==> config.mk <==
export PLATFORM = sky130hd
export DESIGN_NAME = alu_mc
export DESIGN_NICKNAME = d
export VERILOG_FILES = /design/src/rtl/alu_mc.sv
export SDC_FILE = /design/constraint.sdc
export NUM_CORES = 1
export LEC_CHECK = 0
export ABC_AREA = 1
export CORE_MARGIN = 1.5
export CORE_UTILIZATION = 40
export DETAILED_ROUTE_END_ITERATION = 12
export HOLD_SLACK_MARGIN = 0.03
export MAX_ROUTING_LAYER = met4
export PLACE_DENSITY = 0.61
export SLEW_MARGIN = 20
export SYNTH_ARGS = -nofsm -noshare
export SYNTH_HDL_FRONTEND = slang
export SYNTH_SLANG_ARGS = --single-unit
==> constraint.sdc <==
create_clock -name clk -period 2.1 [get_ports clk]
set_clock_uncertainty 0.1 [all_clocks]
set_input_delay 0.315 -clock clk [delete_from_list [all_inputs] [get_ports clk]]
set_output_delay 0.315 -clock clk [all_outputs]
set_load 0.01 [all_outputs]
==> src/rtl/alu_mc.sv <==
// Multi-cycle ALU with valid/ready handshakes on request and result sides.
// Define ALU_MC_MUL_EN to add a 32-cycle shift-add multiplier on code 1001.
module alu_mc (
   input  logic        clk,
   input  logic        rst,
   input  logic        in_valid,
   output logic        in_ready,
   input  logic [3:0]  alu_ctrl,
   input  logic [31:0] src_a,
   input  logic [31:0] src_b,
   input  logic        flush,
   output logic        out_valid,
   input  logic        out_ready,
   output logic [31:0] result,
   output logic        zero,
   output logic        illegal
);

   localparam logic [3:0] OP_AND = 4'b0000;
   localparam logic [3:0] OP_OR  = 4'b0001;
   localparam logic [3:0] OP_ADD = 4'b0010;
   localparam logic [3:0] OP_SUB = 4'b0110;
   localparam logic [3:0] OP_SLT = 4'b1000;
`ifdef ALU_MC_MUL_EN
   localparam logic [3:0] OP_MUL = 4'b1001;
`endif

   typedef enum logic [1:0] {IDLE, EXEC, DONE} state_t;

   state_t      state_q;
   logic        in_ready_q;
   logic        out_valid_q;
   logic [31:0] result_q;
   logic        zero_q;
   logic        illegal_q;

   logic        accept;
   logic [31:0] result_d;
   logic        illegal_d;

`ifdef ALU_MC_MUL_EN
   logic        is_mul;
   logic [31:0] mcand_q;
   logic [31:0] mplier_q;
   logic [31:0] acc_q;
   logic [4:0]  iter_q;
   logic [31:0] acc_d;

   assign acc_d = acc_q + (mplier_q[0] ? mcand_q : 32'd0);
`endif

   assign accept = in_valid && in_ready_q;

   // Single-cycle operations are evaluated straight from the request so the
   // registered result is already the value captured at accept.
   always_comb begin
      result_d  = 32'd0;
      illegal_d = 1'b0;
`ifdef ALU_MC_MUL_EN
      is_mul    = 1'b0;
`endif
      case (alu_ctrl)
         OP_AND:  result_d = src_a & src_b;
         OP_OR:   result_d = src_a | src_b;
         OP_ADD:  result_d = src_a + src_b;
         OP_SUB:  result_d = src_a - src_b;
         OP_SLT:  result_d = {31'd0, ($signed(src_a) < $signed(src_b))};
`ifdef ALU_MC_MUL_EN
         OP_MUL:  is_mul = 1'b1;
`endif
         default: illegal_d = 1'b1;
      endcase
   end

   // Control FSM; every output is a register so nothing glitches downstream.
   always_ff @(posedge clk or posedge rst) begin
      if (rst) begin
         state_q     <= IDLE;
         in_ready_q  <= 1'b0;
         out_valid_q <= 1'b0;
         result_q    <= 32'd0;
         zero_q      <= 1'b0;
         illegal_q   <= 1'b0;
`ifdef ALU_MC_MUL_EN
         mcand_q     <= 32'd0;
         mplier_q    <= 32'd0;
         acc_q       <= 32'd0;
         iter_q      <= 5'd0;
`endif
      end else begin
         case (state_q)
            IDLE: begin
               in_ready_q <= 1'b1;
               if (accept) begin
                  in_ready_q <= 1'b0;
`ifdef ALU_MC_MUL_EN
                  if (is_mul) begin
                     state_q  <= EXEC;
                     mcand_q  <= src_a;
                     mplier_q <= src_b;
                     acc_q    <= 32'd0;
                     iter_q   <= 5'd0;
                  end else begin
`else
                  begin
`endif
                     state_q     <= DONE;
                     out_valid_q <= 1'b1;
                     result_q    <= result_d;
                     zero_q      <= (result_d == 32'd0);
                     illegal_q   <= illegal_d;
                  end
               end
            end
`ifdef ALU_MC_MUL_EN
            EXEC: begin
               // One multiplier bit per cycle; the product wraps at 32 bits.
               if (flush) begin
                  state_q    <= IDLE;
                  in_ready_q <= 1'b1;
               end else begin
                  mcand_q  <= mcand_q << 1;
                  mplier_q <= mplier_q >> 1;
                  acc_q    <= acc_d;
                  iter_q   <= iter_q + 5'd1;
                  if (iter_q == 5'd31) begin
                     state_q     <= DONE;
                     out_valid_q <= 1'b1;
                     result_q    <= acc_d;
                     zero_q      <= (acc_d == 32'd0);
                     illegal_q   <= 1'b0;
                  end
               end
            end
`endif
            DONE: begin
               // A flush coinciding with the handshake still leaves via IDLE.
               if (flush || out_ready) begin
                  state_q     <= IDLE;
                  out_valid_q <= 1'b0;
                  in_ready_q  <= 1'b1;
               end
            end
            default: begin
               state_q     <= IDLE;
               out_valid_q <= 1'b0;
               in_ready_q  <= 1'b0;
            end
         endcase
      end
   end

   assign in_ready  = in_ready_q;
   assign out_valid = out_valid_q;
   assign result    = result_q;
   assign zero      = zero_q;
   assign illegal   = illegal_q;

endmodule

==> results of run 1 <==
[metrics by stage]
stage | cell area (sq um) | std cells
2_1_floorplan | 8090 | 1510
3_3_place_gp | 11900 | 2180
3_5_place_dp | 11900 | 2180
4_1_cts | 14400 | 2260
5_1_grt | 15400 | 2281
6_report | 15400 | 2281
[power by group through the flow]
| stage | registers [mW] | logic (mW) | clock network [mW] |
|---|---|---|---|
| after floorplan | 1.01 | 1.39 | 0 |
| after global placement | 0.947 | 3.10 | 0 |
| after detailed placement | 0.947 | 3.12 | 0 |
| after CTS | 0.939 | 3.94 | 0.720 |
| after global routing | 0.955 | 4.70 | 0.747 |
| final | 0.940 | 4.41 | 0.712 |
[kinds of logic after synthesis]
group                      share of synthesized area (%)
adders and majority gates                           15.8
xor gates and xnor gates                           0.110
DFF                                                 11.3
AOI/OAI and AO/OA                                   8.78
buffers and inverters                               18.6
and+or+nand+nor                                     45.4
[cell usage in the layout (no fill, tap or decap), drive strengths merged]
cell type and n:
clkdlybuf4s15 5, a221oi 1, o221ai 1, nor3 14
nand2 555, o21ai 36, dlymetal6s2s 1, o21a 1
a31oi 3, nor4 3, a21oi 52, nor2 134
o41ai 1, nand3 133, o22ai 25, clkdlybuf4s50 43
fa 2, or2 2, clkbuf 10, dlygate4sd2 9
clkinv 3, buf 473, and2 5, and3 1
nand4 15, o21bai 6, ha 98, nand3b 10
inv 337, xor2 1, dfrtp 36
[metal layers]
metal  part of all wire [%]  track usage (%)  vias up
met5                      0                -        -
met4                    6.2             16.5        0
met3                    7.4             4.50      184
met2                     48             62.5      551
met1                     38             40.3     5466
li1                       -                -     5608
[state kept, by name, indices dropped and copies added (netlist names)]
name and cells:
result 32, illegal 1, in_ready 1, out_valid 1, zero 1
[cell type report]
| class | instances | area (sq um) | area share [%] |
|---|---|---|---|
| timing repair buffer | 536 | 4620 | 30.0 |
| multi-input combinational | 1099 | 8080 | 52.4 |
| tap | 265 | 332 | 2.15 |
| clock inverter | 3 | 18.8 | 0.122 |
| sequential | 36 | 901 | 5.85 |
| inverter | 337 | 1340 | 8.70 |
| clock buffer | 5 | 125 | 0.812 |
[cell usage after synthesis (all sizes together), types with 6 or more instances]
cell    count
nor3       14
o21bai      6
nor2      134
dfrtp      36
ha         98
inv       337
clkbuf     10
nand4      15
nand3b     10
nand3     133
a21oi      52
nand2     555
o22ai      25
buf        28
o21ai      36
[path summary, 6_finish.rpt]
kind                                  start         end  slack [ns]
worst max-delay path            alu_ctrl[3]        zero       -0.41
worst min-delay path                    rst    in_ready        0.35
worst max register to register    out_valid        zero        0.38
worst min register to register    result[0]   result[0]        0.37
max in group asynchronous               rst  result[15]        1.23
min in group clk                  result[0]   result[0]        0.37
[repair_timing]
action / CTS / global route
pin swaps: 242 / 150
hold buffers: 0 / 0
hold endpoints to repair: 0 / 0
endpoints found under the setup margin: 33 / 27
resized for setup: 831 / 249
setup buffers: 74 / 31
[tightest hold or removal path, delay by kind of cell]
family | cells | cell delay [ns]
buf+inv | 3 | 0.84
==> flow_summary.ini, run 1 <==
[run_status]
outcome = finished with violations
violations = setup timing

[timing]
achievable-frequency_ghz = 0.399
timing.final.setup_violations = 19
final.period_utilization_pct = 119
timing.final.crit_period_ns = 2.51
unrepaired_setup_endpoints_after_global_routing = yes
worst_slack_ns = -0.405
finalMaxSlewViolations = 0
slew-limit-headroom_pct = 53.7
timing_hold_violations_final = 0
worst_pin_slew_ns = 0.694
finalSetupTns_ns = -1.74
post_route_hold_slack_ns = 0.352

[placement]
place.gp.congestion = 1.03
hpwlAfterDp_um = 28700
placement.setup.worst_slack_ns = -1.13
portBuffers = 108

[floorplan]
total_number_of_placement_rows = 51
design.portCount = 109
die_area_sq_um = 20800
core_area_sq_um = 19500
initial_cell_density_of_the_core_pct = 40.9
die_h_um = 144
floorplan.die.width_um = 144

[worst_setup_path]
path_buf_inv = 2
critical-path-slowest-cell = o22ai_1
timing.setup.critical_path_class = in -> reg
crit_arrival_ns = 2.57
worstSetupPathDepth = 15
critical_path_peak_fanout = 6
critPathMaxStageDelay_ns = 0.57
critical_path.top_delay_family = simple AND/OR/NAND/NOR gates
crit_chain = clkdlybuf4s50_1, nor2_1, nand2_1, inv_1, nand2_4, o22ai_1, nor2_1, o21ai_2, nor2_1, nand2_1, nor2_2, nand3_1, nor2_1, nand2_1, nand2_1
worst_r2r_path_depth = 11
worst_setup_path_start_kind = input port
endpoint_kind = register
worstPathRequired_ns = 2.16

[power_and_ir_drop]
worst_voltage_drop_across_the_vdd_grid_v = 0.000340
combPwrFrac_pct = 72.7
cell_internal_pwr_mw = 3.34
clockPowerShare_pct = 11.7
sw_frac_of_total_pct = 44.9
p_seq_share_pct = 15.5
leakagePower_nw = 8.45
pwr_density_cell_nw_per_um2 = 393
netSwitchingPower_mw = 2.72
power_mw = 6.06

[synthesis]
syn_inst = 1510
ys_ff_latch = 36
ys_top_cells_by_area = nand2_1, inv_1, ha_1, dfrtp_1, nand3_1
synth_area_sq_um = 8000
synth_top_area_share_pct = 25.7
post-synth-top-area-cell = nand2_1
ys_types = 38
postSynth.asyncResetShare_pct = 100
synth-edff-count = 0
synth_ff_type = dfrtp_1
postSynthAreaPerCell_sq_um = 5.29
ys_warn_count = 0
yosysSeqAreaShare_pct = 11.3
synth_nets = 1683

[route]
final_antenna_net_count = 0
average_routed_wire_per_standard_cell_um = 17.4
totalWireLength_um = 39600
drt-pass1-iter-count = 5
overall_via_count_from_detail_route = 11800
routed_via_density = 5.18
detail_route.drc_violations = 0
initialDrtViolationCount = 869

[cts]
number_of_buffers_created_by_cts = 5
clock_insertion_delay_worst_skew_ns = 0.27
cts_buffer_depth = 2
clock_sinks = 36
clock_tree.htree_level_count = 2
clock_tree_from_tritoncts = yes
cts.root.buffer_cell = clkbuf_16
clk_pin_slew_worst_paths_ns = 0.05

[global_routing]
vias_in_the_first_global_route = 11200
globalRouteOverflowTotal = 0
gr-usage-all-layers_pct = 35.6
grt_max_degree = 37
grt_first_pass_wirelength_um = 55600
antenna_found_initial = 0

[cells_and_area]
utilization_pct = 78.9
diodes = 0
fillers = 1443
share_of_post_route_cells_with_drive_strength_above_1_pct = 53.1
nNetsFinal = 2188
area_growth_syn_to_layout_pct = 92.7

[min_path]
timing.hold.worst.class = in -> async

[job]
max_cap_violations = 0
No activity file was read; power rests on OpenSTA's default activity.
==> run 2, diff against run 1 <==
ABC_AREA = not set   (was 1)
CORE_UTILIZATION = 38   (was 40)
PLACE_DENSITY = 0.6   (was 0.61)
==> flow_summary.ini, run 2 <==
[route]
overall_via_count_from_detail_route = 8573
drt-pass1-iter-count = 5
totalWireLength_um = 27500
average_routed_wire_per_standard_cell_um = 17.5
initialDrtViolationCount = 613
detail_route.drc_violations = 0
final_antenna_net_count = 0
routed_via_density = 5.45

[power_and_ir_drop]
worst_voltage_drop_across_the_vdd_grid_v = 0.000435
leakagePower_nw = 5.57
pwr_density_cell_nw_per_um2 = 420

[timing]
achievable-frequency_ghz = 0.321
finalSetupTns_ns = -17.53
post_route_hold_slack_ns = 0.351
finalMaxSlewViolations = 0
timing_hold_violations_final = 0
final.period_utilization_pct = 149
timing.final.crit_period_ns = 3.12
slew-limit-headroom_pct = 62.0
timing.final.setup_violations = 29
worst_slack_ns = -1.02
worst_pin_slew_ns = 0.566
unrepaired_setup_endpoints_after_global_routing = yes

[cells_and_area]
nNetsFinal = 1525
diodes = 0
largest_register_ffs = 32
area_growth_syn_to_layout_pct = 85.0
utilization_pct = 72.7
fillers = 1359
mostFrequentLayoutCell = buf_4
share_of_post_route_cells_with_drive_strength_above_1_pct = 47.5
highest_count_cells_in_the_layout_ignoring_fill_and_taps = buf_4, nand2_1, nor2_1

[synthesis]
yosysSeqAreaShare_pct = 13.7
synth_most_common_cell = nand2_1
synth-edff-count = 0
ys_top_cells_by_area = ha_1, dfrtp_1, a21oi_1, nand2_1, inv_1
postSynth.asyncResetShare_pct = 100
synth_nets = 1091
ys_types = 82
synth_top_area_share_pct = 18.7
ys_warn_count = 0
post-synth-top-area-cell = ha_1
syn_inst = 918
synth_common_cells = nand2_1, ha_1, inv_1
synth_area_sq_um = 6560
postSynthAreaPerCell_sq_um = 7.15
synth_ff_type = dfrtp_1
ys_ff_latch = 36

[floorplan]
design.portCount = 109
floorplan.die.width_um = 134
die_h_um = 134
initial_cell_density_of_the_core_pct = 39.3
die_area_sq_um = 18100
total_number_of_placement_rows = 47
core_area_sq_um = 16700

[placement]
place.gp.congestion = 1.02
placement.setup.worst_slack_ns = -1.95
hpwlAfterDp_um = 21200
portBuffers = 108

[min_path]
timing.hold.worst.class = in -> async

[cts]
number_of_buffers_created_by_cts = 5
cts.root.buffer_cell = clkbuf_16
clock_tree.htree_level_count = 2
clk_pin_slew_worst_paths_ns = 0.06
clock_insertion_delay_worst_skew_ns = 0.28
clock_sinks = 36
cts_buffer_depth = 2
holdBufCountCts = 0
clock_tree_from_tritoncts = yes

[job]
max_cap_violations = 0

[worst_setup_path]
timing.setup.critical_path_class = in -> reg
setup.worst_path.end = zero
worst_setup_path_start_kind = input port
worstPathRequired_ns = 2.20
regToRegEndpoint = zero
critPathLaunch = src_a[6]
critical-path-slowest-cell = nor4b_4
r2r_start = in_ready
critPathMostFrequentCell = o21ai_1
reg2reg_slack_ns = -0.20
worst_r2r_path_depth = 10
endpoint_kind = register
crit_arrival_ns = 3.22
critPathMaxStageDelay_ns = 0.42
critical_path_peak_fanout = 6
crit_chain = dlygate4sd2_1, buf_4, ha_2, and2b_2, o211ai_1, a21oi_2, nor4b_4, o21ai_4, buf_6, xnor2_1, o21ai_1, o21bai_4, nor4_2, nand4_1, o21ai_1

[global_routing]
gr-usage-all-layers_pct = 30.5
vias_in_the_first_global_route = 8252
grt_first_pass_wirelength_um = 43400
grt_max_degree = 41
antenna_found_initial = 0
globalRouteOverflowTotal = 0

[run_status]
outcome = finished with violations
violations = setup timing
==> run 2: cell count changes in the layout (fill, tap and decap cells not counted), sizes merged, moves of 30 or more <==
cell   before  now
buf       473  377
nor2      134   77
nand2     555  100
nand3     133   29
o21ai      36   66
inv       337   98
==> run 2: area by class of cell <==
cell class	count	area [sq um]	area share [%]
Tap cell	220	275	2.27
Multi-Input combinational cell	735	6400	52.7
Clock buffer	5	125	1.03
Inverter	99	403	3.32
Timing Repair Buffer	475	4000	32.9
Sequential cell	36	901	7.42
Clock inverter	3	42.5	0.350
==> run 2: logic make-up after synthesis <==
family                   Yosys count  synth area share, %
adder cells (fa/ha/maj)          100                 19.3
AO/OA/AOI/OAI                    290                 29.2
multiplexers                       8                 1.30
XOR/XNOR                          25                 3.34
AND/OR/NAND/NOR                  312                 22.8
buffers and inverters            147                 10.4
flip-flops                        36                 13.7
==> run 2: metal layers <==
layer  part of all wire (%)  up-vias  GRT usage, %
li1                       -     4160             -
met1                     47     4017          41.7
met2                     45      352          48.7
met3                    6.2       44          3.89
met4                    1.8        0          5.56
met5                      0        -             -
==> run 2: worst max-delay path: cells and delay by family <==
| family | cells | cell delay [ns] |
|---|---|---|
| AOI/OAI and AO/OA | 6 | 0.99 |
| xor gates and xnor gates | 1 | 0.12 |
| buffers and inverters | 3 | 0.53 |
| adders and majority gates | 1 | 0.24 |
| and+or+nand+nor | 4 | 1.04 |
==> run 2: worst min path at each step <==
| stage | start | endpoint | slack (ns) | cells after the start |
|---|---|---|---|---|
| after floorplan | flush | out_valid | 0.37 | 3 |
| after global placement | result[28] | result[28] | 0.35 | 2 |
| after detailed placement | result[18] | result[18] | 0.36 | 2 |
| after CTS | rst | result[5] | 0.36 | 3 |
| after global routing | rst | out_valid | 0.40 | 3 |
| final | rst | result[5] | 0.35 | 3 |
==> run 2: power breakdown <==
group          switching [mW]  total [mW]  internal [mW]  leakage (nW)
clock                   0.278       0.835          0.557        0.0798
sequential             0.0726       0.883          0.811         0.476
combinational            1.66        3.38           1.73          5.01
total                    2.01        5.10           3.09          5.57
==> run 2: what timing repair did <==
item	in CTS	in global routing
cloned	0	0
hold endpoints to repair	0	0
resized for setup	284	121
setup buffers	31	21
pin swaps	108	95
endpoints found under the setup margin	34	32
==> run 2: per-stage QoR <==
step | total power, mW | std cells | cell area [sq um]
final | 5.10 | 1573 | 12100
after global routing | 5.40 | 1573 | 12100
after CTS | 4.83 | 1558 | 11500
after detailed placement | 3.63 | 1522 | 10300
after global placement | 3.61 | 1522 | 10300
after floorplan | 2.20 | 918 | 6780
